**src/rtl/robot_motion_ctrl.sv**
```systemverilog
// Motion executor: turns front/rotate commands into timed wheel enable/direction/step sequences.
// Optional MOTION_HEADING_EN adds a 2-bit compass heading that advances on each clockwise rotation.
module robot_motion_ctrl #(
  parameter int unsigned STEP_DIV   = 4,
  parameter int unsigned FWD_STEPS  = 8,
  parameter int unsigned ROT_STEPS  = 4,
  parameter int unsigned SETTLE_CYC = 2
) (
  input  logic       clk,
  input  logic       reset,
  input  logic       front,
  input  logic       rotate,
  output logic       ready,
  output logic       done,
  output logic       motor_l_en,
  output logic       motor_r_en,
  output logic       motor_l_dir,
  output logic       motor_r_dir,
  output logic       step
`ifdef MOTION_HEADING_EN
  ,
  output logic [1:0] heading
`endif
);

  localparam int unsigned MAX_STEPS = (FWD_STEPS > ROT_STEPS) ? FWD_STEPS : ROT_STEPS;
  localparam int unsigned PW = (STEP_DIV > 1) ? $clog2(STEP_DIV) : 1;
  localparam int unsigned SW = (MAX_STEPS > 1) ? $clog2(MAX_STEPS) : 1;
  localparam int unsigned TW = (SETTLE_CYC > 1) ? $clog2(SETTLE_CYC) : 1;

  localparam logic [PW-1:0] PRESC_LAST  = PW'(STEP_DIV - 1);
  localparam logic [SW-1:0] FWD_LAST    = SW'(FWD_STEPS - 1);
  localparam logic [SW-1:0] ROT_LAST    = SW'(ROT_STEPS - 1);
  localparam logic [TW-1:0] SETTLE_LAST = TW'(SETTLE_CYC - 1);

  typedef enum logic [1:0] {IDLE, FWD, ROT, SETTLE} state_e;

  state_e        state_q;
  logic [PW-1:0] presc_q;
  logic [SW-1:0] steps_q;
  logic [TW-1:0] settle_q;
  logic          ready_q;
  logic          done_q;
  logic          en_q;
  logic          r_dir_q;
  logic          moving;
  logic          last_step;
`ifdef MOTION_HEADING_EN
  logic [1:0]    heading_q;
`endif

  // Step strobe decodes straight from registered state so it lines up with the prescaler wrap.
  assign moving    = (state_q == FWD) || (state_q == ROT);
  assign step      = moving && (presc_q == PRESC_LAST);
  assign last_step = (steps_q == ((state_q == ROT) ? ROT_LAST : FWD_LAST));

  always_ff @(posedge clk or posedge reset) begin
    if (reset) begin
      state_q   <= IDLE;
      presc_q   <= '0;
      steps_q   <= '0;
      settle_q  <= '0;
      ready_q   <= 1'b1;
      done_q    <= 1'b0;
      en_q      <= 1'b0;
      r_dir_q   <= 1'b0;
`ifdef MOTION_HEADING_EN
      heading_q <= 2'd0;
`endif
    end else begin
      done_q <= 1'b0;
      case (state_q)
        IDLE: begin
          presc_q  <= '0;
          steps_q  <= '0;
          settle_q <= '0;
          // Rotate has priority when both commands are raised together.
          if (rotate) begin
            state_q <= ROT;
            ready_q <= 1'b0;
            en_q    <= 1'b1;
            r_dir_q <= 1'b0;
          end else if (front) begin
            state_q <= FWD;
            ready_q <= 1'b0;
            en_q    <= 1'b1;
            r_dir_q <= 1'b1;
          end
        end
        FWD, ROT: begin
          if (step) begin
            presc_q <= '0;
            if (last_step) begin
              state_q <= SETTLE;
              steps_q <= '0;
              en_q    <= 1'b0;
              r_dir_q <= 1'b0;
`ifdef MOTION_HEADING_EN
              if (state_q == ROT) heading_q <= heading_q + 2'd1;
`endif
            end else begin
              steps_q <= steps_q + SW'(1);
            end
          end else begin
            presc_q <= presc_q + PW'(1);
          end
        end
        SETTLE: begin
          if (settle_q == SETTLE_LAST) begin
            state_q  <= IDLE;
            settle_q <= '0;
            ready_q  <= 1'b1;
            done_q   <= 1'b1;
          end else begin
            settle_q <= settle_q + TW'(1);
          end
        end
        default: state_q <= IDLE;
      endcase
    end
  end

  assign ready       = ready_q;
  assign done        = done_q;
  assign motor_l_en  = en_q;
  assign motor_r_en  = en_q;
  assign motor_l_dir = en_q;
  assign motor_r_dir = r_dir_q;
`ifdef MOTION_HEADING_EN
  assign heading     = heading_q;
`endif

endmodule
```
**config.mk**
```make
export PLATFORM = sky130hd
export DESIGN_NAME = robot_motion_ctrl
export DESIGN_NICKNAME = d
export VERILOG_FILES = /design/src/rtl/robot_motion_ctrl.sv
export SDC_FILE = /design/constraint.sdc
export NUM_CORES = 1
export LEC_CHECK = 0
export CAP_MARGIN = 10
export CORE_AREA = 4 4 41 43
export CTS_BUF_LIST = sky130_fd_sc_hd__clkbuf_4 sky130_fd_sc_hd__clkbuf_8
export CTS_CLUSTER_DIAMETER = 30
export DETAILED_ROUTE_END_ITERATION = 10
export DIE_AREA = 0 0 45 47
export PLACE_DENSITY = 0.77
export SETUP_SLACK_MARGIN = 0.15
export SYNTH_ARGS = -nofsm -noshare
export SYNTH_HDL_FRONTEND = slang
export SYNTH_SLANG_ARGS = --single-unit
```
**constraint.sdc**
```tcl
create_clock -name clk -period 1.97 [get_ports clk]
set_clock_uncertainty 0.05 [all_clocks]
set_input_delay 0.4925 -clock clk [delete_from_list [all_inputs] [get_ports clk]]
set_output_delay 0.4925 -clock clk [all_outputs]
set_load 0.02 [all_outputs]
```
* Yosys cells after proc, flatten, opt, wreduce, memory -nomap -nowiden
Cells that the tools add are included.
** Word-level totals
- Logic and storage cells :: 57
- Input bits :: 4
- Output and inout bits :: 7
- Register bits after elaboration :: 12
** Operators by class
- Reductions and logical operators :: 10
- Muxes and demuxes :: 27
- Equality and inequality tests :: 9
- Add/subtract/negate cells :: 3
** Operator list (number)
- $mux 2 :: 6
- $mux 1 :: 11
- $mux 3 :: 3
- $pmux 1 s2 :: 4
- $reduce_and 4->1 :: 2
- $eq 2x2->1 const B :: 3
- $ne 2x2->1 const B :: 3
- $pmux 2 s3 :: 1
- $pmux 3 s2 :: 1
- $pmux 2 s2 :: 1
- $reduce_bool 2->1 :: 2
- $add 3x1->3 const B :: 1
- $eq 3x3->1 :: 1
- $ne 3x3->1 const B :: 1
- $reduce_and 3->1 :: 1
- $add 2x1->2 const B :: 1
- $eq 2x1->1 const B :: 1
- $logic_not 2->1 :: 1
- $reduce_and 2->1 :: 1
- $reduce_or 2->1 :: 1
- $add 1x1->1 const B :: 1
- $logic_and 1x1->1 :: 1
- $logic_or 1x1->1 :: 1

* Logic depth before layout (Yosys ltp)
Gate-level depths: netlist of run 1.
- Word-level depth :: 6
- Depth in mapped cells :: 6
- Depth with buffers taken out :: 6

* Worst setup path before layout of run 1
OpenSTA, ideal clock, no wires.
- Kind :: register to output
- Start point :: reg state_q[0]
- End point :: out step
- Slack :: 274 ps
- Data required time :: 1427 ps
- Stages on the path, launching flop included :: 5
- Data arrival time :: 1153 ps
- Buffers on the path :: 1
- Cell sequence :: dfrtp_1 -> inv_1 -> ha_1 -> buf_2 -> and2_1
** Between the ends
- Longest elaborated chain between the ends :: 3
- Elaborated cells on any way between the ends :: 4
- Classes of those cells :: eq/ne (2); reduce/logical (2)
** Ends and longest elaborated chain
- start: declaration :: line 38 : state_e state_q;
- start signal: assignment :: line 59 : state_q <= IDLE;
- start signal: assignment :: line 79 : state_q <= ROT;
- start signal: assignment :: line 84 : state_q <= FWD;
- $eq 2x1->1 or $eq 2x2->1 (tied branches) :: line 53 : assign moving = (state_q == FWD) || (state_q == ROT);
- $logic_or 1x1->1 * :: line 53
- $logic_and 1x1->1 * :: line 54 : assign step = moving && (presc_q == PRESC_LAST);
- end: declaration :: line 19 : output logic step
Every way passes the cells marked *; elsewhere a longest branch is shown, timed or not.

* Worst setup path in the final report of run 1
Same ends and word-level chain as after synthesis.

==> flow_summary.ini, run 1 <==
[outcome]
run_status = finished, final reports clean

[drt]
drtAntennaViolNets = 0
vias_per_cell = 5.25
detail_route.iter0.violations = 5
drt_wl_total_um = 1210
remaining_drc_errors = 0
route.vias.total = 504
drt-wirelength-per-cell_um = 12.6
drt_pre_antenna_iters = 4

[sta]
report.final.slew_viol_count = 0
fmax_mhz = 561
tightestPinTransition_ns = 0.467
max_slew_margin_pct = 68.8
timing.final.setup_violations = 0
final.period_utilization_pct = 90.5
setup_tns_ns = 0
final_critical_delay_including_setup_and_external_delays_ns = 1.78
rsz0062_at_grt = true
final_report_hold_violation_count = 0

[flow_run]
drv.max_cap_violation_count = 0

[power_and_ir_drop]
leakage_dissipation_uw = 0.000447
intPower_uw = 773
design_power_total_uw = 1280
power.switching_uw = 509
power.share.clock_pct = 15.0
seq_power_share_pct = 29.2
power-per-cell-area_nw_per_um2 = 1510
sw_frac_of_total_pct = 39.7
worst_ir_drop_vdd_v = 0.000767
power.combinational.fraction_pct = 55.8

[cells_and_area]
most_common_library_cell_in_the_layout_ignoring_fill_and_taps = sky130_fd_sc_hd__dfrtp_1
synthToLayoutAreaGrowth_pct = 24.7
most-common-layout-cells = sky130_fd_sc_hd__dfrtp_1 (11), sky130_fd_sc_hd__inv_1 (6), sky130_fd_sc_hd__ha_1 (6)
fillers = 109
final_design_area_no_fill_um2 = 847
number_of_diodes_added_for_antenna_fixing = 0
finish.utilization_pct = 65.1
drive_gt1_share_pct = 21.0
design.final.nets = 92

[critical_path]
worst-r2r-cell-count = 6
crit_path_cell_trace = inv_1 > ha_1 > and2_4 > buf_6
crit_slowest_cell = sky130_fd_sc_hd__dfrtp_1
critical_path.startpoint_type = flip-flop
rr_startpoint = state_q[1]
critical_path_type = reg -> out
critPathCaptureType = output port
slowest_delay_ns = 0.38
cp_max_fo = 2
arrival_ns = 1.24
regToRegSetupSlack_ns = 0.33
cp_data_required_time_ns = 1.43
reg2reg_capture_point = state_q[0]

[floorplan]
coreArea_um2 = 1300
placementRows = 13
floorplan.initialDensity_pct = 52.2
fp.dieH_um = 47
design.die.area_um2 = 2120
ios = 11
fp.dieW_um = 45

[placement]
detailed_place.area_um2 = 808
gpl.final_weighted_congestion = 0.841
dp_hpwl_um = 987
place.port_buffers = 10

[clocking]
cts_tree = built
postCtsSetupRepairBufs = 0
clk-insertion-delay-late_ns = 0.27
cts.htree.levels = 1
total_cts_buffers = 3
clock_sink_count = 12
path_clk_slew_ns = 0.07
cts_hold_buf = 0
cts_max_path_buffers = 2
clock-root-buffer = sky130_fd_sc_hd__clkbuf_4

[synthesis]
post_synth_num_cell_types = 26
synth.net_count = 76
synth_enable_flop_cells = 0
syn-instance-count = 66
post_synth.cell_area_avg_um2 = 10.3
dominantRegCellSynth = sky130_fd_sc_hd__dfrtp_1
yosys_register_bits = 12
synth_seq_area_share_pct = 44.4
synthesis.yosys.warnings = 0
netlist_area_before_placement_um2 = 679
synthArstFlopShare_pct = 100

[min_path]
hold_path_class = reg -> reg
min_delay_path_depth = 1
whs_endpoint = motor_r_dir
holdCritStartpoint = motor_r_dir

[global_routing]
grt_start_max_net_pins = 13
grt_overflow = 0
groute.usage.overall_pct = 13.7
first_global_vias = 485
wire_length_of_the_first_global_routing_pass_um = 2080
grt_antenna_before_repair = 0
-- kinds of logic (layout without fill, tap and decap cells) --
family / Yosys count / count (layout) / share of synthesized area [%]
multiplexers: 1 / 1 / 1.47
flip-flops: 12 / 12 / 44.4
buffers and inverters: 9 / 24 / 6.26
AO/OA/AOI/OAI: 19 / 19 / 21.4
adder cells (fa/ha/maj): 6 / 6 / 11.0
XOR/XNOR: 1 / 1 / 1.29
AND/OR/NAND/NOR: 18 / 18 / 14.2
-- sequential cells by signal, indices dropped and copies added, names as in the netlist --
signal and cells:
steps_q 3, presc_q 2, state_q 2, done 1
motor_l_dir 1, motor_r_dir 1, ready 1, settle_q 1
-- per-stage QoR --
stage               setup WS [ns]  hold slack [ns]  std cells
detailed placement        0.00165            0.425         92
global route                0.126            0.463         96
CTS                        0.0239            0.443         96
finish                      0.187            0.438         96
global placement           0.0431            0.414         92
floorplan                   0.274            0.306         66
-- worst max-delay path by stage --
| stage | startpoint | to | slack [ns] | depth (start not counted) |
|---|---|---|---|---|
| global route | state_q[1] | step | 0.13 | 4 |
| CTS | state_q[0] | step | 0.02 | 4 |
| global placement | state_q[0] | step | 0.04 | 4 |
| finish | state_q[0] | step | 0.19 | 4 |
| floorplan | state_q[0] | step | 0.27 | 4 |
| detailed placement | state_q[0] | step | 0.002 | 4 |
-- metal layers --
metal	GRT usage [%]	vias to the layer above	share of wire (%)
li1	-	262	-
met1	17.6	234	48
met2	22.0	6	48
met3	2.30	2	3.3
met4	7.02	0	0.99
met5	0	-	0
-- critical path: cells and delay by family, from the launching register on --
kind | cells | cell delay, ns
fa+ha+maj | 1 | 0.24
buf+inv | 2 | 0.20
flops | 1 | 0.38
simple gates | 1 | 0.15
-- power by group through the flow --
stage	combinational, uW	clock (uW)	sequential, uW
6_report	715	192	375
5_1_grt	802	208	385
4_1_cts	720	199	377
3_5_place_dp	734	0	382
3_3_place_gp	718	0	379
2_1_floorplan	491	0	412
-- timing repair --
action | in CTS | in global routing
endpoints found under the hold margin | 0 | 0
endpoints found under the setup margin | 5 | 2
pin swaps | 0 | 1
resized for setup | 6 | 5
-- final cells by class --
| type | instances | area, um2 | share of cell area [%] |
|---|---|---|---|
| Tap cell | 15 | 18.8 | 2.22 |
| Inverter | 6 | 22.5 | 2.66 |
| Multi-Input combinational cell | 45 | 338 | 39.9 |
| Sequential cell | 12 | 302 | 35.6 |
| Timing Repair Buffer | 14 | 130 | 15.4 |
| Clock buffer | 4 | 36.3 | 4.28 |
-- cell usage after synthesis, drive strengths merged (2+ instances only) --
library cell	n	share of area, %
a21o	2	2.2
a21oi	3	2.2
a22o	2	2.6
a32o	2	3.3
and2	2	1.8
buf	3	2.9
dfrtp	11	41
ha	6	11
inv	6	3.3
nand2	5	2.8
nand2b	4	3.7
nor3	3	2.2
o21ai	6	5.0
No activity file was read; power rests on OpenSTA's default activity.
==> run 2: changes to the inputs <==
Settings changed: CTS_CLUSTER_SIZE set to 20.
==> results of run 2 <==
Final layout, timing and power as in run 1 (identical DEF).
